File: src/rtl/lc3_mem_ctrl.sv
// LC-3 load/store sequencer: direct, indirect accesses to single-port SRAM; rsp after 2/3/4/5 cycles, req_ready only in IDLE, no rsp backpressure.
// Optional user-mode access protection enabled by defining LC3_MEM_PROT_EN.
module lc3_mem_ctrl #(
    parameter logic [15:0] SYS_TOP = 16'h2FFF,
    parameter logic [15:0] IO_BASE = 16'hFE00
) (
    input  logic        clk,
    input  logic        rst,
    input  logic        req_valid,
    output logic        req_ready,
    input  logic [1:0]  req_op,
    input  logic [15:0] req_addr,
    input  logic [15:0] req_wdata,
    input  logic        req_priv,
    output logic        rsp_valid,
    output logic [15:0] rsp_data,
    output logic        rsp_err,
    output logic        mem_en,
    output logic        mem_we,
    output logic [15:0] mem_addr,
    output logic [15:0] mem_wdata,
    input  logic [15:0] mem_rdata
);

    localparam logic [1:0] OP_RD  = 2'b00;
    localparam logic [1:0] OP_WR  = 2'b01;
    localparam logic [1:0] OP_WRI = 2'b11;

    typedef enum logic [2:0] {IDLE, ACC1, WAIT1, ACC2, WAIT2, RESP} state_t;

    state_t      state_q, state_d;
    logic [1:0]  op_q, op_d;
    logic [15:0] addr_q, addr_d;
    logic [15:0] wdata_q, wdata_d;
    logic [15:0] ptr_q, ptr_d;
    logic [15:0] rsp_data_q, rsp_data_d;
    logic        rsp_err_q, rsp_err_d;
    logic        viol_acc1, viol_ptr;

`ifdef LC3_MEM_PROT_EN
    logic priv_q, priv_d;

    // The pointer is checked as it arrives so a forbidden ACC2 is never issued.
    assign viol_acc1 = priv_q && ((addr_q <= SYS_TOP) || (addr_q >= IO_BASE));
    assign viol_ptr  = priv_q && ((mem_rdata <= SYS_TOP) || (mem_rdata >= IO_BASE));

    always_ff @(posedge clk) begin
        if (rst) priv_q <= 1'b0;
        else     priv_q <= priv_d;
    end

    always_comb begin
        priv_d = priv_q;
        if (state_q == IDLE && req_valid) priv_d = req_priv;
    end
`else
    logic unused_cfg;

    assign unused_cfg = ^{req_priv, SYS_TOP, IO_BASE};
    assign viol_acc1  = 1'b0;
    assign viol_ptr   = 1'b0;
`endif

    always_ff @(posedge clk) begin
        if (rst) begin
            state_q    <= IDLE;
            op_q       <= 2'b00;
            addr_q     <= 16'h0000;
            wdata_q    <= 16'h0000;
            ptr_q      <= 16'h0000;
            rsp_data_q <= 16'h0000;
            rsp_err_q  <= 1'b0;
        end else begin
            state_q    <= state_d;
            op_q       <= op_d;
            addr_q     <= addr_d;
            wdata_q    <= wdata_d;
            ptr_q      <= ptr_d;
            rsp_data_q <= rsp_data_d;
            rsp_err_q  <= rsp_err_d;
        end
    end

    assign rsp_data = rsp_data_q;
    assign rsp_err  = rsp_err_q;

    // Response registers load only on entry to RESP so they hold between responses.
    always_comb begin
        state_d    = state_q;
        op_d       = op_q;
        addr_d     = addr_q;
        wdata_d    = wdata_q;
        ptr_d      = ptr_q;
        rsp_data_d = rsp_data_q;
        rsp_err_d  = rsp_err_q;
        req_ready  = 1'b0;
        rsp_valid  = 1'b0;
        mem_en     = 1'b0;
        mem_we     = 1'b0;
        mem_addr   = 16'h0000;
        mem_wdata  = 16'h0000;
        case (state_q)
            IDLE: begin
                req_ready = 1'b1;
                if (req_valid) begin
                    op_d    = req_op;
                    addr_d  = req_addr;
                    wdata_d = req_wdata;
                    state_d = ACC1;
                end
            end
            ACC1: begin
                if (viol_acc1) begin
                    rsp_data_d = 16'h0000;
                    rsp_err_d  = 1'b1;
                    state_d    = RESP;
                end else begin
                    mem_en   = 1'b1;
                    mem_addr = addr_q;
                    if (op_q == OP_WR) begin
                        mem_we     = 1'b1;
                        mem_wdata  = wdata_q;
                        rsp_data_d = 16'h0000;
                        rsp_err_d  = 1'b0;
                        state_d    = RESP;
                    end else begin
                        state_d = WAIT1;
                    end
                end
            end
            WAIT1: begin
                if (op_q == OP_RD) begin
                    rsp_data_d = mem_rdata;
                    rsp_err_d  = 1'b0;
                    state_d    = RESP;
                end else if (viol_ptr) begin
                    rsp_data_d = 16'h0000;
                    rsp_err_d  = 1'b1;
                    state_d    = RESP;
                end else begin
                    ptr_d   = mem_rdata;
                    state_d = ACC2;
                end
            end
            ACC2: begin
                mem_en   = 1'b1;
                mem_addr = ptr_q;
                if (op_q == OP_WRI) begin
                    mem_we     = 1'b1;
                    mem_wdata  = wdata_q;
                    rsp_data_d = 16'h0000;
                    rsp_err_d  = 1'b0;
                    state_d    = RESP;
                end else begin
                    state_d = WAIT2;
                end
            end
            WAIT2: begin
                rsp_data_d = mem_rdata;
                rsp_err_d  = 1'b0;
                state_d    = RESP;
            end
            RESP: begin
                rsp_valid = 1'b1;
                state_d   = IDLE;
            end
            default: state_d = IDLE;
        endcase
    end

endmodule

File: config.mk
export PLATFORM = sky130hd
export DESIGN_NAME = lc3_mem_ctrl
export DESIGN_NICKNAME = d
export VERILOG_FILES = /design/src/rtl/lc3_mem_ctrl.sv
export SDC_FILE = /design/constraint.sdc
export NUM_CORES = 1
export LEC_CHECK = 0
export CAP_MARGIN = 40
export CORE_UTILIZATION = 47
export DETAILED_ROUTE_END_ITERATION = 10
export MAX_ROUTING_LAYER = met4
export PLACE_DENSITY = 0.93
export SYNTH_ARGS = -nofsm -noshare
export SYNTH_HDL_FRONTEND = slang
export SYNTH_SLANG_ARGS = --single-unit
export TNS_END_PERCENT = 20
File: constraint.sdc
create_clock -name clk -period 3.6 [get_ports clk]
set_input_delay 1.08 -clock clk [delete_from_list [all_inputs] [get_ports clk]]
set_output_delay 1.08 -clock clk [all_outputs]
set_load 0.03 [all_outputs]
==> out/qor.csv <==
stage,metric,value,unit
outcome,outcome,completed,
global_routing,vias_in_the_first_global_route,2672,
logic_synthesis,synthesis.instances,347,
die,dieHeight,80.37,um
route,via_count,2763,
timing,worst_slew_pin_slew,0.9041,ns
setup_path,timing.critical_path.cells,"nand2b_1, inv_1, and3_1, buf_4, clkdlybuf4s50_1",
route,detail_route.drc_violations,0,
timing,setup_repair_after_global_routing_missed_its_margin,false,
route,drt_first_pass_iters,4,
global_routing,overflow,0,
setup_path,critical_path.n_buffers_inverters,3,
logic_synthesis,synth.distinct_cells,30,
layout,proportion_of_layout_cells_with_a_drive_suffix_above_1,0.1119,
timing,timing.final.crit_share,0.9180,
clocking,clock_sink_count,69,
clocking,cts.clk_slew.worst_paths,0.08,ns
setup_path,crit_path_max_incr_delay,0.69,ns
global_routing,grt_util_met3,0.06250,
logic_synthesis,ys_ff_latch,69,
timing,totalNegativeSetupSlack,0,ns
logic_synthesis,syn-num-nets,401,
clocking,ctsResizeCount,0,
die,floorplan_die_width,80.37,um
logic_synthesis,most_instantiated_cells_after_synthesis,"nand2_1 (102), dfxtp_1 (69), a21oi_1 (52)",
global_routing,met1_layer_usage_reported_by_global_route,0.3050,
clocking,clock_insertion_delay_worst_skew,0.34,ns
setup_path,timing.critical_path.slowest_stage_cell,clkdlybuf4s50_1,
layout,multi_input_comb_area,0.001333,mm^2
logic_synthesis,most_frequently_used_cell_type_in_the_post_synthesis_netlist,nand2_1,
timing,hold_viol_final,0,
die,initial_utilization,0.4875,
logic_synthesis,synth_area_leaders,"dfxtp_1 (48%), nand2_1 (13%), a21oi_1 (9.0%)",
layout,fill_cells,442,
layout,final_util,0.6959,
placement,buffer_ports.inserted,104,
layout,layoutNonFillerInstCount,522,
clocking,max-clock-path-buffers,2,
timing,slew_headroom,0.3952,
die,core_box_area,0.005921,mm^2
logic_synthesis,synth_edf_count,0,
power,power.density_cell_area,474.6,mW/mm^2
setup_path,crit_arrival,2.22,ns
timing,post-route-min-period,3.305,ns
job,number_of_maximum_capacitance_violations,0,
clocking,ctsHtreeMaxLevel,3,
logic_synthesis,synth_sequential_area_ratio,0.4785,
layout,design_area,0.004120,mm^2
logic_synthesis,synth_top_cell_by_area,dfxtp_1,
logic_synthesis,mappedNetlistArea,0.002887,mm^2
clocking,cts_hold_repair.buffers,0,
global_routing,use_met2,0.4042,
placement,placer_s_final_routability_congestion_estimate,0.8602,
route,drt-initial-drc-count,158,
timing,timing.final.max_slew_violations,0,
clocking,cts_buffers,9,
die,fp.dieArea,0.006459,mm^2
clocking,tritoncts_clock_tree,built,
setup_path,cp.required,2.52,ns
setup_path,worstPathMaxFanout,18,
layout,area_occupied_by_registers,0.001381,mm^2
route,ant_nets,0,
logic_synthesis,post-synth-top-area-fraction,0.4785,
logic_synthesis,most_frequently_used_flop_master_after_synthesis,dfxtp_1,
route,post_drt_via_cell_ratio,5.293,
timing,fmaxAchievable,302.6,MHz
route,finalWirelength,7726,um
die,rows,28,
global_routing,grt_util_all_layers,0.2573,
layout,area_growth,42.74,%
global_routing,grt_pass1_wl,12280,um
placement,hpwlAfterDp,5287,um
die,floorplan.io_pins,107,
timing,finalClockSkew,0.004537,ns
clocking,cts_setup_buffers,0,
setup_path,worstSetupPathType,reg -> out,
logic_synthesis,avg_cell_area_syn,8.318,um^2
power,highest_ir_drop_seen_on_vdd,361.9,uV
logic_synthesis,synthArstFlopShare,0,
power,leakage_power,1.537,nW
layout,numnets_final,496,
global_routing,globalRoute.busiestLayer,met2,
logic_synthesis,synth.yosys.warnings,0,
global_routing,grt_start_max_net_pins,47,
setup_path,crit_family,buffers and inverters,
layout,num_antenna_cells,0,
global_routing,number_of_antenna_violations_at_the_first_check_in_global_routing,0,
route,wire_per_inst,14.80,um
timing,worst_hold_slack_after_final_layout,0.4538,ns
worst_hold_path,holdCritPathClass,reg -> reg,
placement,postPlaceCellArea,0.003882,mm^2
clocking,cts_root_buf,clkbuf_8,
setup_path,setup.worst_path.end_class,primary output,
placement,place_inst,505,
timing,setup-violations-final,0,
setup_path,startpoint_type,register,
==> final timing paths <==
| kind | start | to | cells past startpoint | slack (ns) |
|---|---|---|---|---|
| min reg2reg | wdata_q[3] | wdata_q[3] | 2 | 0.45 |
| max reg2reg | state_q[0] | rsp_data[15] | 4 | 1.60 |
| min | wdata_q[3] | wdata_q[3] | 2 | 0.45 |
| max | state_q[0] | mem_we | 5 | 0.30 |
==> final cells by class <==
type / count / area share
Tap cell: 75 / 0.02278
Clock inverter: 7 / 0.02581
Multi-Input combinational cell: 245 / 0.3234
Sequential cell: 69 / 0.3353
Inverter: 3 / 0.002733
Clock buffer: 9 / 0.03006
Timing Repair Buffer: 114 / 0.2599
==> layer usage <==
layer | part of all wire | up-vias
met3 | 0.073 | 17
met5 | 0 | -
met4 | 0.024 | 0
met1 | 0.42 | 1287
li1 | - | 1334
met2 | 0.49 | 125
==> power by group <==
group | internal [W] | leakage, nW | switching (W)
clock | 0.000402 | 0.116 | 0.000324
combinational | 0.000168 | 0.859 | 0.000207
sequential | 0.000816 | 0.562 | 0.0000384
==> layout by cell type, fill, tap and decap left out, drive strengths merged, types with 5 or more instances in the layout <==
cell	instances
a21oi	52
a22o	16
and2	18
buf	27
clkbuf	9
clkdlybuf4s50	87
dfxtp	69
inv	6
mux2i	17
nand2	102
nor2	16
nor3	5
==> sequential cells by signal, summed over array words and instances, names as in the netlist <==
register and cells:
rsp_data 16, addr_q 16, state_q 3, op_q 2
ptr_q 16, wdata_q 16
==> worst reg2reg max path, cell delays in order (launching register included) <==
cell and delay (ns):
dfxtp_1 0.57, or4b_4 0.22, o31ai_4 0.07, o41ai_4 0.81, a22o_1 0.29
==> logic make-up (layout without fill, tap and decap cells) <==
logic type | after synthesis | count (layout) | share of synthesized area
simple gates | 151 | 151 | 0.2315
xor+xnor | 1 | 1 | 0.003035
mux | 17 | 17 | 0.05895
buf+inv | 33 | 133 | 0.05982
compound gates | 75 | 75 | 0.1669
other cells | 1 | 1 | 0.001299
flops | 69 | 69 | 0.4785
==> through the flow <==
stage	setup slack, ns	power [W]
2_1_floorplan	0.7141	0.001095
3_3_place_gp	0.7421	0.001226
3_5_place_dp	0.6969	0.001241
4_1_cts	0.3111	0.001962
5_1_grt	0.2089	0.002035
6_report	0.2952	0.001955
Note: power is estimated with default switching activity, not from simulation.
